===== src/rtl/lsu_mem_initiator_pkg.sv =====
`default_nettype none
// ============================================================================
//  Module   : lsu_mem_initiator_pkg
//  Purpose  : Shared types, size encodings, FSM states and lane-mask helpers
//             for the load/store memory initiator.
//  Revision : 1.0 - initial release
// ============================================================================
package lsu_mem_initiator_pkg;

    // Access size encoding as presented on req_size
    typedef enum logic [1:0] {
        SIZE_BYTE    = 2'b00,
        SIZE_HALF    = 2'b01,
        SIZE_WORD    = 2'b10,
        SIZE_ILLEGAL = 2'b11
    } lsu_size_e;

    // Initiator FSM states
    typedef enum logic [2:0] {
        ST_IDLE    = 3'd0,
        ST_LO      = 3'd1,
        ST_WAIT_LO = 3'd2,
        ST_HI      = 3'd3,
        ST_WAIT_HI = 3'd4,
        ST_RESP    = 3'd5
    } lsu_state_e;

    // Unshifted byte-lane masks per access size
    localparam logic [3:0] c_MASK_BYTE = 4'h1;
    localparam logic [3:0] c_MASK_HALF = 4'h3;
    localparam logic [3:0] c_MASK_WORD = 4'hF;

    function automatic logic [3:0] lane_mask(input logic [1:0] size);
        logic [3:0] m;
        case (size)
            SIZE_BYTE: m = c_MASK_BYTE;
            SIZE_HALF: m = c_MASK_HALF;
            SIZE_WORD: m = c_MASK_WORD;
            default:   m = 4'h0;
        endcase
        return m;
    endfunction

    // Byte-lane span across two consecutive words: [3:0] low word, [7:4] high word
    function automatic logic [7:0] lane_span(input logic [1:0] size, input logic [1:0] off);
        return {4'b0000, lane_mask(size)} << off;
    endfunction

    // True when the access touches the following word as well
    function automatic logic crosses_word(input logic [1:0] size, input logic [1:0] off);
        logic [7:0] s;
        s = lane_span(size, off);
        return |s[7:4];
    endfunction

endpackage
`default_nettype wire


===== src/rtl/lsu_mem_initiator_lane_align.sv =====
`default_nettype none
// ============================================================================
//  Module   : lsu_lane_align
//  Purpose  : Combinational lane steering. Store side produces the 8-bit
//             two-word strobe span and 64-bit shifted write data; load side
//             extracts and extends the addressed bytes from {hi,lo}.
//  Revision : 1.0 - initial release
// ============================================================================
module lsu_lane_align
    import lsu_mem_initiator_pkg::*;
(
    input  logic [1:0]  size_i,
    input  logic [1:0]  off_i,
    input  logic [31:0] wdata_i,
    input  logic [31:0] rdata_lo_i,
    input  logic [31:0] rdata_hi_i,
    input  logic        unsigned_i,
    output logic [7:0]  strb_o,
    output logic [63:0] wdata_o,
    output logic        split_o,
    output logic [31:0] rdata_o
);

    logic [31:0] w_shift;
    logic        w_sext;

    // Store steering and load extraction/extension
    always_comb begin
        strb_o  = lane_span(size_i, off_i);
        split_o = |strb_o[7:4];
        wdata_o = {32'h0, wdata_i} << {off_i, 3'b000};
        w_shift = 32'({rdata_hi_i, rdata_lo_i} >> {off_i, 3'b000});
        w_sext  = 1'b0;
        rdata_o = w_shift;
        case (size_i)
            SIZE_BYTE: begin
                w_sext  = ~unsigned_i & w_shift[7];
                rdata_o = {{24{w_sext}}, w_shift[7:0]};
            end
            SIZE_HALF: begin
                w_sext  = ~unsigned_i & w_shift[15];
                rdata_o = {{16{w_sext}}, w_shift[15:0]};
            end
            default: rdata_o = w_shift;
        endcase
    end

endmodule
`default_nettype wire


===== src/rtl/lsu_mem_initiator.sv =====
`default_nettype none
// ============================================================================
//  Module   : lsu_mem_initiator
//  Purpose  : Single-outstanding load/store initiator. Issues word-aligned
//             memory accesses with byte strobes, splits word-crossing
//             accesses into two, and returns one extended response.
//  Revision : 1.0 - initial release
// ============================================================================
module lsu_mem_initiator
    import lsu_mem_initiator_pkg::*;
#(
    parameter int MEM_LATENCY      = 1,
    parameter bit ALLOW_MISALIGNED = 1'b1
) (
    input  logic        clk,
    input  logic        rst_n,
    input  logic        req_valid,
    output logic        req_ready,
    input  logic        req_write,
    input  logic [31:0] req_addr,
    input  logic [31:0] req_wdata,
    input  logic [1:0]  req_size,
    input  logic        req_unsigned,
    output logic        rsp_valid,
    output logic [31:0] rsp_rdata,
    output logic        rsp_err,
    output logic        mem_en_read,
    output logic        mem_en_write,
    output logic [31:0] mem_addr,
    output logic [31:0] mem_wdata,
    output logic [3:0]  mem_wstrb,
    input  logic [31:0] mem_rdata
);

    // Last latency-counter value before read data is valid
    localparam logic [1:0] c_LAT_LAST = 2'(MEM_LATENCY - 1);

    lsu_state_e  state_q, state_d;
    logic [1:0]  lat_q, lat_d;

    logic        write_q;
    logic [31:0] addr_q;
    logic [31:0] wdata_q;
    logic [1:0]  size_q;
    logic        unsigned_q;
    logic        err_q;
    logic [31:0] lo_q;
    logic [31:0] hi_q;

    logic        w_req_err;
    logic        w_accept;
    logic        w_cap_lo;
    logic        w_cap_hi;
    logic [31:0] w_word_a;
    logic [7:0]  w_strb;
    logic [63:0] w_wdata;
    logic        w_split;
    logic [31:0] w_load_data;

    assign w_word_a  = {addr_q[31:2], 2'b00};
    assign w_req_err = (req_size == SIZE_ILLEGAL) ||
                       (!ALLOW_MISALIGNED && crosses_word(req_size, req_addr[1:0]));

    lsu_lane_align u_lane_align (
        .size_i     (size_q),
        .off_i      (addr_q[1:0]),
        .wdata_i    (wdata_q),
        .rdata_lo_i (lo_q),
        .rdata_hi_i (hi_q),
        .unsigned_i (unsigned_q),
        .strb_o     (w_strb),
        .wdata_o    (w_wdata),
        .split_o    (w_split),
        .rdata_o    (w_load_data)
    );

    // State register and latency counter
    always_ff @(posedge clk) begin
        if (!rst_n) begin
            state_q <= ST_IDLE;
            lat_q   <= 2'd0;
        end else begin
            state_q <= state_d;
            lat_q   <= lat_d;
        end
    end

    // Request fields, captured only on the accept edge
    always_ff @(posedge clk) begin
        if (!rst_n) begin
            write_q    <= 1'b0;
            addr_q     <= 32'h0;
            wdata_q    <= 32'h0;
            size_q     <= 2'b00;
            unsigned_q <= 1'b0;
            err_q      <= 1'b0;
        end else if (w_accept) begin
            write_q    <= req_write;
            addr_q     <= req_addr;
            wdata_q    <= req_wdata;
            size_q     <= req_size;
            unsigned_q <= req_unsigned;
            err_q      <= w_req_err;
        end
    end

    // Read-data capture for the low and high words
    always_ff @(posedge clk) begin
        if (!rst_n) begin
            lo_q <= 32'h0;
            hi_q <= 32'h0;
        end else begin
            if (w_cap_lo) begin
                lo_q <= mem_rdata;
            end
            if (w_cap_hi) begin
                hi_q <= mem_rdata;
            end
        end
    end

    // Next-state and output decode; all outputs forced low while in reset
    always_comb begin
        state_d      = state_q;
        lat_d        = lat_q;
        w_accept     = 1'b0;
        w_cap_lo     = 1'b0;
        w_cap_hi     = 1'b0;
        req_ready    = 1'b0;
        rsp_valid    = 1'b0;
        rsp_rdata    = 32'h0;
        rsp_err      = 1'b0;
        mem_en_read  = 1'b0;
        mem_en_write = 1'b0;
        mem_addr     = 32'h0;
        mem_wdata    = 32'h0;
        mem_wstrb    = 4'h0;

        case (state_q)
            ST_IDLE: begin
                req_ready = 1'b1;
                if (req_valid) begin
                    w_accept = 1'b1;
                    state_d  = w_req_err ? ST_RESP : ST_LO;
                end
            end
            ST_LO: begin
                mem_addr = w_word_a;
                lat_d    = 2'd0;
                if (write_q) begin
                    mem_en_write = 1'b1;
                    mem_wstrb    = w_strb[3:0];
                    mem_wdata    = w_wdata[31:0];
                    state_d      = w_split ? ST_HI : ST_RESP;
                end else begin
                    mem_en_read = 1'b1;
                    state_d     = ST_WAIT_LO;
                end
            end
            ST_WAIT_LO: begin
                if (lat_q == c_LAT_LAST) begin
                    w_cap_lo = 1'b1;
                    lat_d    = 2'd0;
                    state_d  = w_split ? ST_HI : ST_RESP;
                end else begin
                    lat_d = lat_q + 2'd1;
                end
            end
            ST_HI: begin
                // 32-bit wrap is intentional: the word after 0xFFFFFFFC is 0
                mem_addr = w_word_a + 32'd4;
                lat_d    = 2'd0;
                if (write_q) begin
                    mem_en_write = 1'b1;
                    mem_wstrb    = w_strb[7:4];
                    mem_wdata    = w_wdata[63:32];
                    state_d      = ST_RESP;
                end else begin
                    mem_en_read = 1'b1;
                    state_d     = ST_WAIT_HI;
                end
            end
            ST_WAIT_HI: begin
                if (lat_q == c_LAT_LAST) begin
                    w_cap_hi = 1'b1;
                    lat_d    = 2'd0;
                    state_d  = ST_RESP;
                end else begin
                    lat_d = lat_q + 2'd1;
                end
            end
            ST_RESP: begin
                rsp_valid = 1'b1;
                rsp_err   = err_q;
                rsp_rdata = (write_q || err_q) ? 32'h0 : w_load_data;
                state_d   = ST_IDLE;
            end
            default: begin
                state_d = ST_IDLE;
            end
        endcase

        if (!rst_n) begin
            w_accept     = 1'b0;
            req_ready    = 1'b0;
            rsp_valid    = 1'b0;
            rsp_rdata    = 32'h0;
            rsp_err      = 1'b0;
            mem_en_read  = 1'b0;
            mem_en_write = 1'b0;
            mem_addr     = 32'h0;
            mem_wdata    = 32'h0;
            mem_wstrb    = 4'h0;
        end
    end

endmodule
`default_nettype wire

===== config.mk =====
export PLATFORM = sky130hd
export DESIGN_NAME = lsu_mem_initiator
export DESIGN_NICKNAME = d
export VERILOG_FILES = /design/src/rtl/lsu_mem_initiator_pkg.sv /design/src/rtl/lsu_mem_initiator_lane_align.sv /design/src/rtl/lsu_mem_initiator.sv
export SDC_FILE = /design/constraint.sdc
export NUM_CORES = 1
export LEC_CHECK = 0
export ABC_AREA = 0
export BUFFER_PORTS_ARGS = -buffer_cell sky130_fd_sc_hd__buf_2
export CORE_UTILIZATION = 43
export CTS_CLUSTER_DIAMETER = 80
export CTS_CLUSTER_SIZE = 25
export DETAILED_ROUTE_END_ITERATION = 7
export PLACE_DENSITY = 0.67
export SETUP_SLACK_MARGIN = 0.4
export SLEW_MARGIN = 20
export SYNTH_ARGS = -nofsm -noshare
export SYNTH_HDL_FRONTEND = slang
export SYNTH_SLANG_ARGS = --single-unit

===== constraint.sdc =====
create_clock -name clk -period 2.7 [get_ports clk]
set_clock_uncertainty 0.15 [all_clocks]
set_input_delay 0 -clock clk [delete_from_list [all_inputs] [get_ports clk]]
set_output_delay 0 -clock clk [all_outputs]
set_load 0.05 [all_outputs]

# Yosys cells after proc, flatten, opt, wreduce, memory -nomap -nowiden
# Index checks and enable logic that the tools add are counted.
# totals
register_bits	138
input_bits	103
word_cells	81
# op_classes
addsub	2
eq_ne	11
n_shift	3
mux	43
n_bitwise	3
reduce_logical	9
# op_table
op	count
$mux W32	7
$pmux W32 S2	3
$shl A32 B5 Y64	1
$shr A64 B5 Y32	1
$add A32 B3 Y32 const B	1
$mux W1	19
$mux W3	6
$pmux W3 S5	1
$mux W4	3
$pmux W4 S3	1
$pmux W4 S2	1
$shl A4 B2 Y8	1
$eq A3 B2 Y1 const B	2
$eq A3 B3 Y1 const B	2
$ne A2 B2 Y1 const B	3
$eq A2 B2 Y1 const B	2
$logic_not A2 Y1	2
$pmux W2 S2	1
$reduce_or A2 Y1	2
$reduce_or A4 Y1	1
$eq A3 B1 Y1 const B	1
$logic_not A3 Y1	1
$reduce_and A3 Y1	1
$add A2 B1 Y2 const B	1
other kinds (6)	7

# Longest topological paths before layout
# Gate-level depths: netlist (run 1).
# depth
depth_word	7
depth_mapped	8
mapped_depth_nobuf	6

# Cells and area by module
# A second synthesis (run 1) with hierarchy kept.
# hier_totals
hier_cells	1121
hier_area_um2	8603.3
# modules_own_cells
mod	instances	cells_per_inst	area_each_um2	seq_area_each_um2
lsu_mem_initiator	1	878	6646.4	2762.6
lsu_lane_align	1	243	1956.9	0.0

# Worst setup path after synthesis (run 1)
# OpenSTA, ideal clock, no wires.
# synth_timing
path_type	register to register
from	register state_q[2]
to	register addr_q[29]
setup_time_ns	0.074
arrival_time_ns	3.213
required_ns	2.476
slack_ns	-0.737
path_stages_with_launch	8
period_less_slack_ns	3.437
cell_sequence	dfxtp_1 -> nor4b_1 -> and2_1 -> buf_2 -> clkbuf_1 -> clkbuf_1 -> nand2_1 -> o21ai_0
# synth_between
elab_chain_len	3
# synth_lines
element	line	source
start, declared	lsu_mem_initiator.sv:38	lsu_state_e state_q, state_d;
start signal, assigned	lsu_mem_initiator.sv:83	state_q <= state_d;
$logic_not A3 Y1	lsu_mem_initiator.sv:139	case (state_q)
$mux W1	lsu_mem_initiator.sv:139	
$mux W1	lsu_mem_initiator.sv:203	if (!rst_n) begin
end signal, assigned	lsu_mem_initiator.sv:99	addr_q <= req_addr;
end, declared	lsu_mem_initiator.sv:42	logic [31:0] addr_q;
# Every way passes these cells.
# A chain may end at the register's enable or synchronous reset.

# Final worst setup path (run 1)
# layout_timing
from	register addr_q[25]
to	output mem_addr[28]
# layout_between
elab_chain_len	3
# layout_lines
element	line	source
$add A32 B3 Y32	lsu_mem_initiator.sv:171	mem_addr = w_word_a + 32'd4;
$pmux W32 S2	lsu_mem_initiator.sv:139	
$mux W32	lsu_mem_initiator.sv:203	
end, declared	lsu_mem_initiator.sv:29	output logic [31:0] mem_addr,
# Every way passes these cells.

==> flow_summary.toml, run 1 <==
[job]
max_cap_violations = 0

[global_routing]
grt_usage = 0.285
first_global_vias = 8149
antenna_found_initial = 1
overflow = 0
grt_pass1_wl_mm = 41.7
grt_start_max_net_pins = 65

[yosys]
synthArstFlopShare = 0
synthAdderAreaFrac = 0.0112
syn_area_mm2 = 0.00783
synth_top_family_by_area = "simple AND/OR/NAND/NOR gates"
synth_top_flop_cell = "dfxtp_1"
synth-compound-area-share = 0.230
synth_mux_area_frac = 0.106
yosysWarnings = 0
synth.avg_cell_area_um2 = 7.36
synth-seq-area-share = 0.332
post_synth_xor_area_fraction = 0.0157
synth_edf_count = 0
synth_seq_cells = 130
syn-instance-count = 1064
synth-simple-area-share = 0.253
ys_types = 59

[final_layout]
layout_common_cells = "284 x nand2_1, 139 x buf_2, 106 x dlygate4sd3_1"
nets = 1490
postLayoutCoreUtil = 0.696
layout-drive-gt1-share = 0.357
synthToLayoutAreaGrowth_pct = 55.8
layout_commonest_cell = "nand2_1"
fillers = 1360
design_area_mm2 = 0.0122

[routing]
drc_errors = 0
drt_iter0_drc = 678
first_pass_iters = 5
wirelength_mm = 28.3
wire_per_inst_um = 17.4
antenna_left = 0
vias = 9117
vias_per_cell = 5.62

[timing]
relSlewSlack = 0.580
drv_slew = 0
setup_ws_ns = 0.178
hold_ws_ns = 0.147
post-route-period-util = 0.934
max_freq_mhz = 397
rsz0062_at_grt = "true"
hold_violations = 0
finalSetupTns_ns = 0
setup_viol = 0
min_period_ns = 2.52
worst_pin_slew_ns = 0.630

[worst_setup_path]
worst_ep_arrival_time_ns = 2.37
endpoint_kind = "primary output"
slowest_stage = "or4_4"
path_cells = "nand4_1 > buf_4 > or4_4 > o31ai_2 > a21oi_4 > buf_6"
cp_num_buf_inv = 2
crit_path_start_kind = "register"
cp.required_ns = 2.55
critical_path_class = "reg -> out"
r2r_cells = 6
worst-path-stages = 6
cpLargestDelayFamily = "simple AND/OR/NAND/NOR gates"
critPathMaxStageDelay_ns = 0.57
cp_max_fo = 5

[die]
initial_core_util = 0.447
core-area_mm2 = 0.0175
die_height_um = 137
die_x_um = 137
die_area_mm2 = 0.0188
ios = 208
num_rows = 48

[power]
power_leakage_nw = 4.58
peakVddDrop_uv = 492
power.density_mw_per_mm2 = 576

[clock_tree]
numCtsBuffers = 17
clock_path_buffers = 2
cts.sinks = 130
clk_latency_ns = 0.42
clk_pin_slew_ns = 0.06
cts_root_buf = "clkbuf_16"
h-tree-depth = 4
cts_tree = "yes"

[outcome]
outcome = "completed"

[place]
portBuffers = 205
post-place-ws_ns = 0.312
post-dp-hpwl_mm = 17.0
placed_area_mm2 = 0.00933
gp_congestion = 0.861

[hold_path]
hold_class = "in -> reg"
holdPathStages = 4
Yosys cell counts, drive strengths merged, types with 3 or more instances:
cell type | number | area share
xnor2 | 6 | 0.0067
nand2b | 5 | 0.0040
nor2 | 65 | 0.031
and3 | 5 | 0.0042
clkbuf | 67 | 0.032
nor2b | 5 | 0.0040
a2bb2oi | 7 | 0.0078
buf | 24 | 0.015
ha | 7 | 0.011
dfxtp | 130 | 0.33
mux2i | 41 | 0.052
inv | 12 | 0.0058
or2 | 8 | 0.0064
nand3 | 14 | 0.0089
nand2 | 290 | 0.14
nand4 | 12 | 0.012
o31ai | 9 | 0.0086
o211ai | 7 | 0.0067
xor2 | 8 | 0.0089
a21boi | 57 | 0.055
a211oi | 8 | 0.0077
a22oi | 20 | 0.019
and2 | 8 | 0.0064
a22o | 8 | 0.0089
nor3 | 3 | 0.0019
o2bb2ai | 8 | 0.0089
or4 | 10 | 0.010
a21oi | 46 | 0.029
and4 | 6 | 0.0069
o21ai | 102 | 0.065
mux2 | 37 | 0.053
or3 | 6 | 0.0048
worst paths after layout:
kind                                    from  slack (ns)      endpoint
worst max-delay path              addr_q[25]        0.18  mem_addr[28]
worst min-delay path            req_addr[21]        0.15    addr_q[21]
worst max register to register    state_q[1]        0.67     size_q[0]
worst min register to register      hi_q[13]        0.31      hi_q[13]
state kept, by name, summed over array words and instances (netlist names):
name        count
addr_q         32
lo_q           32
wdata_q        32
hi_q           24
state_q         3
lat_q           2
size_q          2
err_q           1
unsigned_q      1
write_q         1
cell type report:
class	count	area (um2)	share of cell area
multi-input cells	833	5450	0.447
clock buffers	20	478	0.0392
flip-flops and latches	130	2690	0.221
inverters	12	50.0	0.00410
diodes	3	7.51	0.000615
clock inverters	12	101	0.00831
well taps	225	282	0.0231
repair buffers	386	3140	0.258
kinds of logic after synthesis:
logic type,count (synthesis)
AOI/OAI and AO/OA,283
xor gates and xnor gates,14
other,1
buffers and inverters,103
and+or+nand+nor,448
adders and majority gates,7
muxes,78
DFF,130
per-stage QoR:
stage               instances  power, mW
floorplan                1065       3.74
global placement         1432       4.24
detailed placement       1432       4.27
CTS                      1594       6.80
global route             1618       7.34
finish                   1621       7.03
power breakdown:
| part | switching [mW] | internal (mW) |
|---|---|---|
| Sequential | 0.322 | 2.22 |
| Combinational | 1.27 | 0.939 |
| Clock | 0.913 | 1.37 |
worst register-to-register path, cell delays in order (launching register included):
cell	delay (ns)
dfxtp_4	0.37
buf_4	0.15
nor4b_2	0.29
and2_4	0.28
nand2_1	0.07
dlygate4sd3_1	0.55
o21ai_0	0.07
repair_timing:
item                                    CTS  global route
endpoints found under the setup margin   80            67
hold endpoints to repair                128             0
gates resized for setup                 159           110
cloned                                    2             2
hold buffers                            106             0
pin swaps                                22            25
buffers inserted                         22            22
layer usage:
| metal | up-vias | GRT usage | wire, um |
|---|---|---|---|
| met5 | - | 0 | 0 |
| li1 | 4335 | - | - |
| met1 | 4258 | 0.381 | 12500 |
| met3 | 82 | 0.0659 | 1940 |
| met4 | 0 | 0.121 | 932 |
| met2 | 442 | 0.436 | 13000 |
No activity file was read; power rests on OpenSTA's default activity.
==> run 2, diff against run 1 <==
- CORE_UTILIZATION: 43 -> 30
- PLACE_DENSITY: 0.67 -> unset
==> run 2 against run 1 <==
Compared with the run above:
- clock-buffer cell count is 2 lower
- hold slack lost 0.094 ns
- clock power rose by 2%
- die area grew 43%
- register-to-register slack worse by 0.19 ns
- first-iteration DRC count down 14%
- critical path depth unchanged
- fmax shrank 0.40%
==> flow_summary.toml, run 2 (synthesis results as in run 1) <==
[global_routing]
antenna_found_initial = 0
grt_pass1_wl_mm = 45.1
grt_start_max_net_pins = 59
grt_usage = 0.215
overflow = 0
first_global_vias = 8496

[timing]
worst_pin_slew_ns = 0.517
rsz0062_at_grt = "true"
relSlewSlack = 0.654
max_freq_mhz = 395
hold_violations = 0
post-route-period-util = 0.938
min_period_ns = 2.53
setup_viol = 0
drv_slew = 0

[die]
initial_core_util = 0.308
die_x_um = 164
die_height_um = 164
ios = 208
num_rows = 58
die_area_mm2 = 0.0268
core-area_mm2 = 0.0254

[routing]
wirelength_mm = 29.9
wire_per_inst_um = 17.2
routed-wl-met2_mm = 13.9
wl_met3_mm = 1.81
drt_iter0_drc = 582
antenna_left = 0
first_pass_iters = 5
vias_per_cell = 5.14
vias = 8969
routedLengthMet1_mm = 13.4
dr.max_layer_used = "met4"
drc_errors = 0

[clock_tree]
numCtsBuffers = 17
cts.sinks = 130
clk_pin_slew_ns = 0.07
clock_path_buffers = 2
h-tree-depth = 4
clk_latency_ns = 0.42
cts_root_buf = "clkbuf_16"
cts_tree = "yes"

[worst_setup_path]
r2r_cells = 5
cp_max_fo = 4
slowest_stage = "or4_4"
crit_path_start_kind = "register"
critical_path_class = "reg -> out"
cpLargestDelayFamily = "simple AND/OR/NAND/NOR gates"
rrSetupSlack_ns = 0.48
reg2reg_to = "wdata_q[29]"
cp_num_buf_inv = 2
path_cells = "nand4_1 > buf_4 > or4_4 > or3_4 > a21oi_4 > buf_6"
r2r_start = "state_q[1]"
endpoint_kind = "primary output"
critPathMaxStageDelay_ns = 0.57
cp.required_ns = 2.55
worst_ep_arrival_time_ns = 2.38

[hold_path]
hold_class = "in -> reg"
hold_end = "addr_q[10]"
min_from = "rst_n"
holdPathStages = 4

[job]
max_cap_violations = 0

[place]
dp.cells = 1543
gp_congestion = 0.850
post-dp-hpwl_mm = 18.1
portBuffers = 205

[final_layout]
fillers = 2357
layout-drive-gt1-share = 0.384
stdcell_count = 1745
antenna_cells = 0
top_regs = "addr_q: 32 flops, lo_q: 32 flops, wdata_q: 32 flops"
nets = 1513
layout_commonest_cell = "nand2_1"
layout_common_cells = "284 x nand2_1, 127 x buf_2, 112 x dlygate4sd3_1"
synthToLayoutAreaGrowth_pct = 64.4
postLayoutCoreUtil = 0.507
multi_input_area_mm2 = 0.00567
ff_latch_area_mm2 = 0.00269

[power]
power_leakage_nw = 4.73
peakVddDrop_uv = 416
p_total_mw = 7.18
power.density_mw_per_mm2 = 558

[outcome]
outcome = "completed"
[run 2: cell count changes in the layout (fill, tap and decap cells not counted), moves of 6 or more]
| cell | previous run | this run |
|---|---|---|
| a22oi_1 | 16 | 5 |
| a22oi_2 | 4 | 15 |
| buf_2 | 139 | 127 |
| buf_6 | 42 | 65 |
| clkbuf_4 | 1 | 7 |
| dlygate4sd3_1 | 106 | 112 |
| nor2_1 | 63 | 50 |
| nor2_2 | 2 | 15 |
[run 2: stage by stage]
| stage | cell area, um2 | hold WS (ns) | setup TNS [ns] | worst slack, ns |
|---|---|---|---|---|
| final | 12900 | 0.0534 | 0 | 0.168 |
| after global routing | 12900 | 0.0514 | 0 | 0.107 |
| after CTS | 12300 | 0.0326 | 0 | 0.168 |
| after detailed placement | 9520 | 0.0515 | 0 | 0.286 |
| after global placement | 9520 | 0.0440 | 0 | 0.314 |
| after floorplan | 8110 | -0.0415 | -0.435 | -0.0616 |
[run 2: timing repair]
action | in CTS | in global routing
cloned | 5 | 2
endpoints found under the hold margin | 127 | 0
setup buffers | 37 | 15
setup endpoints to repair | 82 | 82
hold buffers | 112 | 0
pin swaps | 45 | 46
gates resized for setup | 223 | 117
[run 2: metal layers]
metal,vias to the layer above,global-route usage
li1,4379,-
met1,4174,0.290
met2,353,0.336
met3,63,0.0396
met4,0,0.0867
met5,-,0
[run 2: worst max path at each step]
stage	start	to	slack, ns	depth (start not counted)
floorplan	addr_q[1]	mem_wdata[31]	-0.06	6
global placement	addr_q[11]	mem_addr[31]	0.31	5
detailed placement	addr_q[11]	mem_addr[30]	0.29	5
CTS	addr_q[21]	mem_addr[30]	0.17	5
global route	addr_q[15]	mem_addr[26]	0.11	6
finish	addr_q[15]	mem_addr[26]	0.17	6
[run 2: final cells by class]
cell class                 count  area share
multi-input combinational    835       0.441
timing repair buffer         407       0.270
inverter                      12     0.00350
sequential                   130       0.209
clock buffer                  18      0.0333
tap                          330      0.0321
clock inverter                13      0.0120
[run 2: report_power, final]
group | internal [mW] | switching, mW
registers | 2.21 | 0.297
logic | 1.00 | 1.35
clock network | 1.37 | 0.944
[run 2: tightest hold or removal path: stages]
cell and delay (ns):
buf_4 0.17, buf_4 0.25, nand2_1 0.10, o21ai_0 0.06
